### config.mk
export PLATFORM = sky130hd
export DESIGN_NAME = fp_mul_arbiter_flat
export DESIGN_NICKNAME = d
export VERILOG_FILES = /design/src/rtl/fp_mul_arbiter_if.sv /design/src/rtl/fp_mul_arbiter.sv /design/src/flat_wrapper.sv
export SDC_FILE = /design/constraint.sdc
export NUM_CORES = 1
export LEC_CHECK = 0
export CORE_AREA = 4 4 153 155
export DETAILED_ROUTE_END_ITERATION = 6
export DIE_AREA = 0 0 157 159
export PLACE_DENSITY = 0.66
export SYNTH_ARGS = -nofsm -noshare
export SYNTH_HDL_FRONTEND = slang
export SYNTH_SLANG_ARGS = --single-unit
### constraint.sdc
create_clock -name clk -period 6.55 [get_ports clk]
set_input_delay 1.6375 -clock clk [delete_from_list [all_inputs] [get_ports clk]]
set_output_delay 1.6375 -clock clk [all_outputs]
set_load 0.02 [all_outputs]
### src/rtl/fp_mul_arbiter_if.sv
// fp_mul_arbiter_if
//   Request/response bundle between NUM_REQ requesters and fp_mul_arbiter.
//   req_valid   per-requester request valid
//   req_ready   one-hot grant from the arbiter (handshake = valid & ready)
//   req_a/req_b per-requester operands, requester i in [i] (== [32*i+:32])
//   resp_valid  one-hot, 1-cycle pulse naming the requester of resp_result
//   resp_result product, meaningful only while resp_valid != 0
//   modport master: requester side; modport slave: arbiter side.
interface fp_mul_arbiter_if #(
   parameter int NUM_REQ = 4
);
   logic [NUM_REQ-1:0]       req_valid;
   logic [NUM_REQ-1:0]       req_ready;
   logic [NUM_REQ-1:0][31:0] req_a;
   logic [NUM_REQ-1:0][31:0] req_b;
   logic [NUM_REQ-1:0]       resp_valid;
   logic [31:0]              resp_result;

   modport master (
      output req_valid, req_a, req_b,
      input  req_ready, resp_valid, resp_result
   );

   modport slave (
      input  req_valid, req_a, req_b,
      output req_ready, resp_valid, resp_result
   );
endinterface

### src/rtl/fp_mul_arbiter.sv
// fp_mul_arbiter
//   Shares one external combinational FP32 multiplier among NUM_REQ requesters.
//   One round-robin grant per cycle; the granted operands are registered onto
//   mul_a/mul_b, the multiplier output is captured the next cycle and carried
//   through PIPE_STAGES registers together with a one-hot requester tag, so a
//   product returns PIPE_STAGES+1 cycles after its handshake, in issue order.
//   A flush request stops granting and waits for the pipeline to empty.
// Ports
//   clk, rst     clock (rising edge), synchronous active-high reset
//   bus          fp_mul_arbiter_if.slave: req_valid/req_ready/req_a/req_b,
//                resp_valid/resp_result
//   mul_a, mul_b registered operands to the shared multiplier
//   mul_result   multiplier output (combinational from mul_a/mul_b)
//   flush        level request to drain in-flight work
//   flush_done   1-cycle pulse on returning to IDLE after a drain
//   busy         any operation in flight
// Configuration
//   FP_ARB_PRIO_EN  when defined, requester 0 has fixed top priority and the
//                   round-robin pointer rotates over 1..NUM_REQ-1 only.
module fp_mul_arbiter #(
   parameter int NUM_REQ     = 4,
   parameter int PIPE_STAGES = 2
) (
   input  logic                clk,
   input  logic                rst,
   fp_mul_arbiter_if.slave     bus,
   output logic [31:0]         mul_a,
   output logic [31:0]         mul_b,
   input  logic [31:0]         mul_result,
   input  logic                flush,
   output logic                flush_done,
   output logic                busy
);

   localparam int IDX_W = (NUM_REQ > 1) ? $clog2(NUM_REQ) : 1;
   localparam int CNT_W = $clog2(PIPE_STAGES + 2);

   typedef enum logic [1:0] {IDLE, RUN, DRAIN} state_t;

   state_t                        state, state_nxt;
   logic [IDX_W-1:0]              ptr, ptr_nxt, gnt_idx, cand;
   logic [NUM_REQ-1:0]            gnt;
   logic                          found, grant_en, hs, retire, done_nxt;
   logic [CNT_W-1:0]              cnt, cnt_nxt;
   logic [PIPE_STAGES:0]          vld_pipe;
   logic [PIPE_STAGES:0][NUM_REQ-1:0] tag_pipe;
   logic [PIPE_STAGES:1][31:0]    res_pipe;

   // Grant selection. Gated by rst so req_ready reads 0 while in reset.
   always_comb begin
      gnt      = '0;
      gnt_idx  = '0;
      cand     = '0;
      found    = 1'b0;
      grant_en = !rst && (state != DRAIN) && !flush;
      if (grant_en) begin
`ifdef FP_ARB_PRIO_EN
         if (bus.req_valid[0]) begin
            found = 1'b1;
         end else begin
            // ptr == 0 only right after reset; treat it as requester 1.
            for (int k = 0; k < NUM_REQ - 1; k++) begin
               cand = IDX_W'(1 + (((ptr == '0) ? 0 : int'(ptr) - 1) + k) % (NUM_REQ - 1));
               if (!found && bus.req_valid[cand]) begin
                  found   = 1'b1;
                  gnt_idx = cand;
               end
            end
         end
`else
         for (int k = 0; k < NUM_REQ; k++) begin
            cand = IDX_W'((int'(ptr) + k) % NUM_REQ);
            if (!found && bus.req_valid[cand]) begin
               found   = 1'b1;
               gnt_idx = cand;
            end
         end
`endif
         if (found) gnt[gnt_idx] = 1'b1;
      end
      hs = found;
   end

   // Pointer advances past the winner; grants to requester 0 in priority
   // mode leave the rotation untouched.
   always_comb begin
      ptr_nxt = ptr;
`ifdef FP_ARB_PRIO_EN
      if (hs && gnt_idx != '0)
         ptr_nxt = (gnt_idx == IDX_W'(NUM_REQ - 1)) ? IDX_W'(1) : gnt_idx + IDX_W'(1);
`else
      if (hs)
         ptr_nxt = (gnt_idx == IDX_W'(NUM_REQ - 1)) ? '0 : gnt_idx + IDX_W'(1);
`endif
   end

   assign retire = vld_pipe[PIPE_STAGES];

   always_comb begin
      cnt_nxt = cnt;
      case ({hs, retire})
         2'b10:   cnt_nxt = cnt + CNT_W'(1);
         2'b01:   cnt_nxt = cnt - CNT_W'(1);
         default: cnt_nxt = cnt;
      endcase
   end

   // Control FSM. Grants never occur with flush high, so flush dominates.
   always_comb begin
      state_nxt = state;
      done_nxt  = 1'b0;
      case (state)
         IDLE: begin
            if (flush)   state_nxt = DRAIN;
            else if (hs) state_nxt = RUN;
         end
         RUN: begin
            if (flush)                        state_nxt = DRAIN;
            else if (!hs && cnt_nxt == '0)    state_nxt = IDLE;
         end
         DRAIN: begin
            if (cnt == '0) begin
               state_nxt = IDLE;
               done_nxt  = 1'b1;
            end
         end
         default: state_nxt = IDLE;
      endcase
   end

   always_ff @(posedge clk) begin
      if (rst) begin
         state      <= IDLE;
         ptr        <= '0;
         cnt        <= '0;
         flush_done <= 1'b0;
         vld_pipe   <= '0;
         tag_pipe   <= '0;
         res_pipe   <= '0;
         mul_a      <= '0;
         mul_b      <= '0;
      end else begin
         state      <= state_nxt;
         ptr        <= ptr_nxt;
         cnt        <= cnt_nxt;
         flush_done <= done_nxt;
         // Stage 0 tags the operand register; stages 1..PIPE_STAGES carry
         // the product captured from the multiplier.
         vld_pipe   <= {vld_pipe[PIPE_STAGES-1:0], hs};
         tag_pipe[0] <= gnt;
         for (int s = 1; s <= PIPE_STAGES; s++) tag_pipe[s] <= tag_pipe[s-1];
         res_pipe[1] <= mul_result;
         for (int s = 2; s <= PIPE_STAGES; s++) res_pipe[s] <= res_pipe[s-1];
         if (hs) begin
            mul_a <= bus.req_a[gnt_idx];
            mul_b <= bus.req_b[gnt_idx];
         end
      end
   end

   assign bus.req_ready   = gnt;
   assign bus.resp_valid  = tag_pipe[PIPE_STAGES];
   assign bus.resp_result = res_pipe[PIPE_STAGES];
   assign busy            = (cnt != '0);

endmodule

### src/flat_wrapper.sv
// flat-port wrapper written by rule: the top's interface ports become plain ports
module fp_mul_arbiter_flat 
#(
   parameter int NUM_REQ     = 4,
   parameter int PIPE_STAGES = 2
)
  (clk, rst, mul_a, mul_b, mul_result, flush, flush_done, busy, bus_req_valid, bus_req_a, bus_req_b, bus_req_ready, bus_resp_valid, bus_resp_result);
  fp_mul_arbiter_if #(.NUM_REQ(NUM_REQ)) bus_i ();
  input  logic clk;
  input  logic rst;
  output logic [31:0] mul_a;
  output logic [31:0] mul_b;
  input  logic [31:0] mul_result;
  input  logic flush;
  output logic flush_done;
  output logic busy;
  input wire logic [$bits(bus_i.req_valid)-1:0] bus_req_valid;
  input wire logic [$bits(bus_i.req_a)-1:0] bus_req_a;
  input wire logic [$bits(bus_i.req_b)-1:0] bus_req_b;
  output wire logic [$bits(bus_i.req_ready)-1:0] bus_req_ready;
  output wire logic [$bits(bus_i.resp_valid)-1:0] bus_resp_valid;
  output wire logic [$bits(bus_i.resp_result)-1:0] bus_resp_result;
  assign bus_i.req_valid = bus_req_valid;
  assign bus_i.req_a = bus_req_a;
  assign bus_i.req_b = bus_req_b;
  assign bus_req_ready = bus_i.req_ready;
  assign bus_resp_valid = bus_i.resp_valid;
  assign bus_resp_result = bus_i.resp_result;
  fp_mul_arbiter #(.NUM_REQ(NUM_REQ), .PIPE_STAGES(PIPE_STAGES)) u_core (.clk(clk), .rst(rst), .bus(bus_i), .mul_a(mul_a), .mul_b(mul_b), .mul_result(mul_result), .flush(flush), .flush_done(flush_done), .busy(busy));
endmodule
---- Word-level counts from Yosys, hierarchy flattened ----
Cells that the tools add are included.
storage, ports and cells
  flip-flop bits (word level) ............. 150
  latch bits .............................. 0
  memory bits (writable) .................. 0
  memory bits (read-only) ................. 0
  input bits .............................. 295
  output and inout port bits .............. 106
  memories ................................ 0
cells by class
  add/sub/neg operators ................... 6
  $mul .................................... 0
  divide/modulo/power cells ............... 0
  order comparisons ....................... 7
  eq/ne operators ......................... 9
  shift operators ......................... 0
  muxes and demuxes ....................... 40
  bitwise operators ....................... 1
  reduce and logical (&&, ||, !) cells .... 19
operator list
  kind                 number
  $bmux 32 s2          2
  $mux 32              2
  $mux 2               12
  $lt 2x3->1 const B   6
  $mux 1               15
  $bmux 1 s2           4
  $mux 4               2
  $logic_and 1x1->1    7
  $add 2x1->2 const B  3
  $eq 2x2->1 const B   3
  $logic_not 1->1      6
  $logic_not 2->1      3
  $ne 3x2->1 const B   2
  $pmux 2 s3           1
  $add 2x2->2 const B  2
  $eq 2x1->1 const B   2
  $pmux 2 s2           1
  $reduce_and 3->1     1
  $demux 1 s2          1
  $ge 2x1->1 const B   1
  $ne 2x1->1 const B   1
  $ne 2x2->1 const B   1
  $reduce_bool 2->1    1
  $reduce_or 2->1      1
  2 further kinds      2

---- Logic depth before layout (Yosys ltp) ----
Gate-level depths: netlist of run 1.
  depth after elaboration ................. 24
  depth in mapped cells ................... 10
  gate-level depth less buffers ........... 9

---- Least setup slack after synthesis of run 1 ----
No wires, ideal clock.
  path kind ............................... input to output
  start ................................... input port rst
  end ..................................... output port bus_req_ready[3]
  arrival ................................. 3105 ps
  data required time ...................... 4912 ps
  path slack .............................. 1807 ps
  stages on the path ...................... 6
  path through ............................ buf_2 -> or3_1 -> nor2_4 -> inv_2 -> clkbuf_1 -> nor3_1
between the ends
  word-level cells in the longest chain between the ends .. 4
ends and longest elaborated chain
  item                            RTL line              source
  from (decl)                     flat_wrapper.sv:10    input logic rst;
  $logic_not 1->1                 fp_mul_arbiter.sv:55  grant_en = !rst && (state != DRAIN) && !flush;
  $logic_and 1x1->1 (2 in a row)  fp_mul_arbiter.sv:55
  $mux 4                          fp_mul_arbiter.sv:56  if (grant_en) begin
  to (decl)                       flat_wrapper.sv:20    output wire logic [$bits(bus_i.req_ready)-1:0] bus_req_ready;
No other way between the ends.

---- Worst setup path in the final report of run 1 ----
  start ................................... input port flush
  end ..................................... output port bus_req_ready[1]
between the ends
  word-level cells in the longest chain between the ends .. 3
ends and longest elaborated chain
  item               RTL line              source
  from (decl)        flat_wrapper.sv:14    input logic flush;
  $logic_not 1->1    fp_mul_arbiter.sv:55
  $logic_and 1x1->1  fp_mul_arbiter.sv:55
  $mux 4             fp_mul_arbiter.sv:56
No other way between the ends.

==> results of run 1 <==
==> power by group through the flow <==
stage                     sequential (mW)  clock, mW  combinational [mW]
after floorplan                      1.09          0               0.330
after global placement               1.03          0               0.751
after detailed placement             1.04          0               0.755
after CTS                            1.02      0.991               0.758
after global routing                 1.02       1.03               0.797
final                                1.02      0.964               0.749
==> per-layer routing <==
layer  vias to the layer above  part of all wire [%]  track usage (%)
met2                       271                    50            31.85
li1                       3077                     -                -
met3                        35                   9.1            6.415
met4                         0                   2.0            5.325
met5                         -                     0                0
met1                      2824                    39            20.49
==> worst paths after layout <==
kind              depth (start not counted)                           start                                     to  slack (ps)
hold reg to reg                           1  u_core.res_pipe[16]$_SDFF_PP0_  u_core.bus.resp_result[16]$_SDFF_PP0_         430
hold / removal                            1  u_core.res_pipe[16]$_SDFF_PP0_  u_core.bus.resp_result[16]$_SDFF_PP0_         430
setup / recovery                          6                           flush                       bus_req_ready[1]         500
setup reg to reg                         10    u_core.state[1]$_SDFFE_PP0P_           u_core.state[0]$_SDFFE_PP0P_        3040
==> cell families (layout without fill, tap and decap cells) <==
kind of cell / after synthesis / after routing
AO/OA/AOI/OAI: 270 / 270
flip-flops: 150 / 150
AND/OR/NAND/NOR: 103 / 103
buffers and inverters: 99 / 444
multiplexers: 64 / 64
XOR/XNOR: 2 / 2
adder cells (fa/ha/maj): 1 / 1
==> layout make-up <==
type | instances | area, um2 | share of cell area (%)
Sequential cell | 150 | 3003 | 27.37
Clock buffer | 18 | 439.2 | 4.002
Tap cell | 280 | 350.3 | 3.193
Inverter | 3 | 11.26 | 0.1026
Multi-Input combinational cell | 440 | 2955 | 26.93
Timing Repair Buffer | 410 | 4074 | 37.13
Clock inverter | 13 | 140.1 | 1.277
==> flip-flops by register name, summed over array words and instances, names as in the netlist <==
| register | flops |
|---|---|
| u_core.cnt | 2 |
| u_core.state | 2 |
| u_core.bus.resp_valid | 4 |
| u_core.tag_pipe | 8 |
| u_core.bus.resp_result | 32 |
| u_core.res_pipe | 32 |
| u_core.ptr | 2 |
| u_core.mul_a | 32 |
| u_core.vld_pipe | 3 |
| u_core.flush_done | 1 |
| u_core.mul_b | 32 |
==> per-stage QoR <==
stage / util [%] / instance area [um2] / hold slack (ps) / setup slack [ps]
CTS: 50.28 / 10970 / 431.3 / 442.3
global route: 50.28 / 10970 / 449.9 / 354.2
finish: 50.28 / 10970 / 434.0 / 500.0
detailed placement: 47.63 / 10390 / 420.4 / 446.7
floorplan: - / 6494 / 409.4 / 1807
global placement: 47.63 / 10390 / 416.3 / 498.5
==> cell usage in the layout (no fill, tap or decap), drive strengths merged <==
master         count
nor4               1
and3               2
inv                9
o21ai              2
nor3b              3
nand2b             3
o211ai             1
xnor2              2
a2111oi            1
a2bb2oi           64
a21oi            198
ha                 1
or2                1
nor2b             79
o32ai              1
clkbuf            18
mux2i             64
or3                2
bufinv             1
nand3              1
dfxtp            150
clkdlybuf4s50    399
clkinvlp           1
clkinv             5
a211o              1
nand3b             1
nand2              3
buf               11
nor2               4
a21o               2
nor3               3
==> flow_summary.yaml, run 1 <==
grt:
  grt_pass1_wl_um: 35160
  grt_pass1_vias: 6103
  track_usage_pct: 18.11
  grt_overflow: 0
  grt_max_degree: 82
  antenna_found_initial: 0
place:
  portBuffers: 400
  dpl.hpwl_um: 18210
  gp_congestion: 0.7657
  dp.cells: 1283
clock_tree:
  cts_tree: "built"
  postCtsSetupBuffers: 0
  htree_levels: 4
  clkLatencyLatePin_ps: 420
  cts_made_buffers: 17
  ctsResizeCount: 0
  clk_pin_slew_ps: 70
  hold_buffers: 0
  numClockSinks: 150
  clock_path_buffers: 2
  root_buffer: "clkbuf_16"
worst_setup_path:
  path_delay_family: "buffers and inverters"
  start_kind: "input pin"
  crit_buf_inv: 3
  slowest_stage: "nor2_4"
  crit_arrival_ps: 4410
  slowest_delay_ps: 630
  cp_max_fo: 27
  cp_cell_sequence: "clkdlybuf4s50_1 -> or3_1 -> nor2_4 -> inv_2 -> nor3b_4 -> clkdlybuf4s50_1"
  worst-setup-path-type: "in2out"
  end_kind: "output port"
  crit_required_ps: 4910
  path_common_cell: "clkdlybuf4s50_1"
drt:
  num_vias: 6207
  drc: 0
  avgViaCountPerCell: 4.724
  drtIter0Drc: 149
  detail_route.wl_per_cell_um: 18.39
  ant_nets: 0
  drtPass1Iterations: 4
  drt_wl_total_um: 24160
synthesis:
  async_reset_ff_share_pct: 0
  synth_simple_gate_area_share_pct: 9.846
  synth_cells: 689
  synth.top_cell.area_share_pct: 46.24
  yosysTopAreaCell: "dfxtp_1"
  synth_warnings: 0
  synthAdderAreaFrac_pct: 0.1927
  netlist_area_um2: 6494
  synth_nets: 985
  yosys-top-cells-count: "a21oi_1 (198), dfxtp_1 (150), nor2b_1 (79)"
  synth_compound_area_share_pct: 24.80
  yosys_most_used_dff: "dfxtp_1"
  synth.most_common_cell: "a21oi_1"
  ys_seq_area_share_pct: 46.24
  synth_top_family_by_area: "compound AO/OA/AOI/OAI gates"
  postSynthAreaPerCell_um2: 9.425
  yosysUniqueCellTypes: 33
  synth_edf_count: 0
  synth-xor-area-share_pct: 0.2697
  muxShareOfSynthArea_pct: 9.865
  ys_ff_latch: 150
  synthTopCellsByArea: "dfxtp_1 (46%), a21oi_1 (15%), mux2i_1 (9.9%)"
pwr:
  power_mw: 2.729
  switching_power_mw: 0.7820
  clkPwrFrac_pct: 35.3
  comb_power_share_pct: 27.4
  leakage_nw: 4.445
  p_per_area_nw_per_um2: 248.7
  ir_drop_uv: 114.2
  p_int_mw: 1.947
  swShare_pct: 28.65
  pwr-share-seq_pct: 37.3
die:
  dieArea_um2: 24960
  io-pin-count: 401
  start_util_pct: 29.76
  dieHeight_um: 159
  num_rows: 54
  fp.dieW_um: 157
  core_area_um2: 21820
outcome:
  status: "finished, final reports clean"
sta:
  relSlewSlack_pct: 47.60
  setup_viol: 0
  tightestPinTransition_ps: 786.0
  slew_violations: 0
  timing.fmax_ghz: 0.1653
  finalHoldViolations: 0
  rsz0062_at_grt: "false"
  period_needed_ps: 6050
  period_share_pct: 92.37
  setup-tns-final_ps: 0
  skew_ps: 8.435
finish:
  antenna_cells: 0
  drive_gt1_share_pct: 4.836
  fin_cells: 1314
  nNetsFinal: 1318
  area_growth_pct: 68.98
  fillers: 2040
flow_run:
  cap_violations: 0
hold_path:
  hp-class: "reg2reg"
Note: power is estimated with default switching activity, not from simulation.
==> run 2: changes to the inputs <==
--- a/config.mk
+++ b/config.mk
@@ -10,3 +10,3 @@
 export DIE_AREA = 0 0 157 159
-export PLACE_DENSITY = 0.66
+export PLACE_DENSITY = 0.71
 export SYNTH_ARGS = -nofsm -noshare
==> constraint.sdc (replaced) <==
create_clock -name clk -period 6.55 [get_ports clk]
set_input_delay 1.31 -clock clk [delete_from_list [all_inputs] [get_ports clk]]
set_output_delay 1.31 -clock clk [all_outputs]
set_load 0.02 [all_outputs]
==> run 2 against run 1 <==
Clock skew grew 2.5 ps; sequential share of layout area is essentially flat; critical path depth did not move; non-clock buffer count is 1 lower; global-route usage is 0.19 points higher; die area unchanged; hold slack got worse by 14 ps; critical path type unchanged; largest cell class unchanged; highest routed layer is now met5.
==> flow_summary.yaml, run 2 (synthesized netlist as in run 1, its figures left out) <==
drt:
  drt_wl_total_um: 24330
  avgViaCountPerCell: 4.794
  ant_nets: 0
  num_vias: 6299
  drtIter0Drc: 217
  drc: 0
  drtPass1Iterations: 4
  detail_route.wl_per_cell_um: 18.51
sta:
  skew_ps: 10.90
  hold-worst-slack_ps: 420.0
  rsz0062_at_grt: "false"
  period_share_pct: 81.80
  setup-tns-final_ps: 0
  setup_viol: 0
  tightestPinTransition_ps: 777.3
  relSlewSlack_pct: 47.70
  slew_violations: 0
  timing.fmax_ghz: 0.1866
  period_needed_ps: 5358
  finalHoldViolations: 0
  setup_ws_ps: 1192
clock_tree:
  postCtsSetupBuffers: 0
  hold_buffers: 0
  root_buffer: "clkbuf_16"
  numClockSinks: 150
  clock_path_buffers: 2
  ctsResizeCount: 0
  htree_levels: 4
  cts_tree: "built"
  clkLatencyLatePin_ps: 410
  clk_pin_slew_ps: 60
  cts_made_buffers: 17
pwr:
  power_mw: 2.726
  ir_drop_uv: 141.9
  leakage_nw: 4.428
  p_per_area_nw_per_um2: 248.6
finish:
  area_growth_pct: 68.84
  final_common_cell: "clkdlybuf4s50_1"
  layout_common_cells: "clkdlybuf4s50_1 (399), a21oi_1 (198), dfxtp_1 (150)"
  drive_gt1_share_pct: 4.739
  nNetsFinal: 1317
  fillers: 2039
  antenna_cells: 0
flow_run:
  cap_violations: 0
worst_setup_path:
  rrSetupSlack_ps: 3130
  end_kind: "output port"
  crit_start: "flush"
  worst-setup-path-type: "in2out"
  cp_max_fo: 29
  reg2reg_from: "u_core.ptr[0]$_SDFFE_PP0P_"
  crit_required_ps: 5240
  crit_path_end: "bus_req_ready[1]"
  r2r-end: "u_core.mul_b[15]$_SDFFE_PP0P_"
  start_kind: "input pin"
  crit_arrival_ps: 4050
  rr_worst_depth: 8
outcome:
  status: "finished, final reports clean"
place:
  post-place-ws_ps: 1173
  gp_congestion: 0.8014
  portBuffers: 400
  dpl.hpwl_um: 18570
grt:
  track_usage_pct: 18.30
  grt_pass1_vias: 6368
  grt_overflow: 0
  grt_max_degree: 82
  antenna_found_initial: 1
  grt_pass1_wl_um: 35610
die:
  core_area_um2: 21820
  fp.dieW_um: 157
  dieArea_um2: 24960
  start_util_pct: 29.76
  num_rows: 54
  dieHeight_um: 159
  io-pin-count: 401
hold_path:
  hp-class: "reg2reg"
## run 2: changes by cell type in the layout (fill, tap and decap cells not counted), sizes merged
cell and change:
clkinvlp +3, buf -1, clkinv -4, inv +1
clkbuf +1
## run 2: worst min path at each step
stage	to	slack (ps)	cells after the start	from
after global placement	u_core.tag_pipe[7]$_SDFF_PP0_	420	1	u_core.tag_pipe[3]$_SDFF_PP0_
after detailed placement	u_core.bus.resp_result[24]$_SDFF_PP0_	420	1	u_core.res_pipe[24]$_SDFF_PP0_
final	u_core.tag_pipe[7]$_SDFF_PP0_	420	1	u_core.tag_pipe[3]$_SDFF_PP0_
after CTS	u_core.tag_pipe[7]$_SDFF_PP0_	430	1	u_core.tag_pipe[3]$_SDFF_PP0_
after floorplan	u_core.state[0]$_SDFFE_PP0P_	410	1	u_core.state[1]$_SDFFE_PP0P_
after global routing	u_core.bus.resp_result[24]$_SDFF_PP0_	450	1	u_core.res_pipe[24]$_SDFF_PP0_
## run 2: per-layer routing
layer  routed length, um  track usage, %  vias up  part of all wire, %
met5                  13               0        -                0.053
met4                 738           6.588        2                  3.0
met3                1924           5.518       39                  7.9
met2               11990           31.79      273                   49
met1                9661           21.12     2902                   40
li1                    -               -     3083                    -
## run 2: worst max-delay path, stage by stage
cell             delay [ps]
clkdlybuf4s50_1         440
or3_1                   450
nor2_4                  490
inv_2                   400
nor3b_4                 280
clkdlybuf4s50_1         670
## run 2: layout make-up
type	count	area, um2	share of cell area [%]
repair buffers	409	4066	37.09
clock inverters	13	135.1	1.232
flip-flops and latches	150	3003	27.39
inverters	3	11.26	0.1027
clock buffers	19	442.9	4.040
well taps	280	350.3	3.195
multi-input cells	440	2955	26.95
## run 2: metrics by stage
stage / util (%) / std cells / area [um2]
floorplan: - / 689 / 6494
finish: 50.24 / 1314 / 10960
detailed placement: 47.59 / 1282 / 10390
CTS: 50.24 / 1314 / 10960
global placement: 47.59 / 1282 / 10390
global route: 50.24 / 1314 / 10960
## run 2: power by group
group / leakage (nW) / internal, mW / switching [mW]
combinational: 2.91 / 0.416 / 0.332
sequential: 1.24 / 0.985 / 0.0323
clock: 0.271 / 0.545 / 0.415
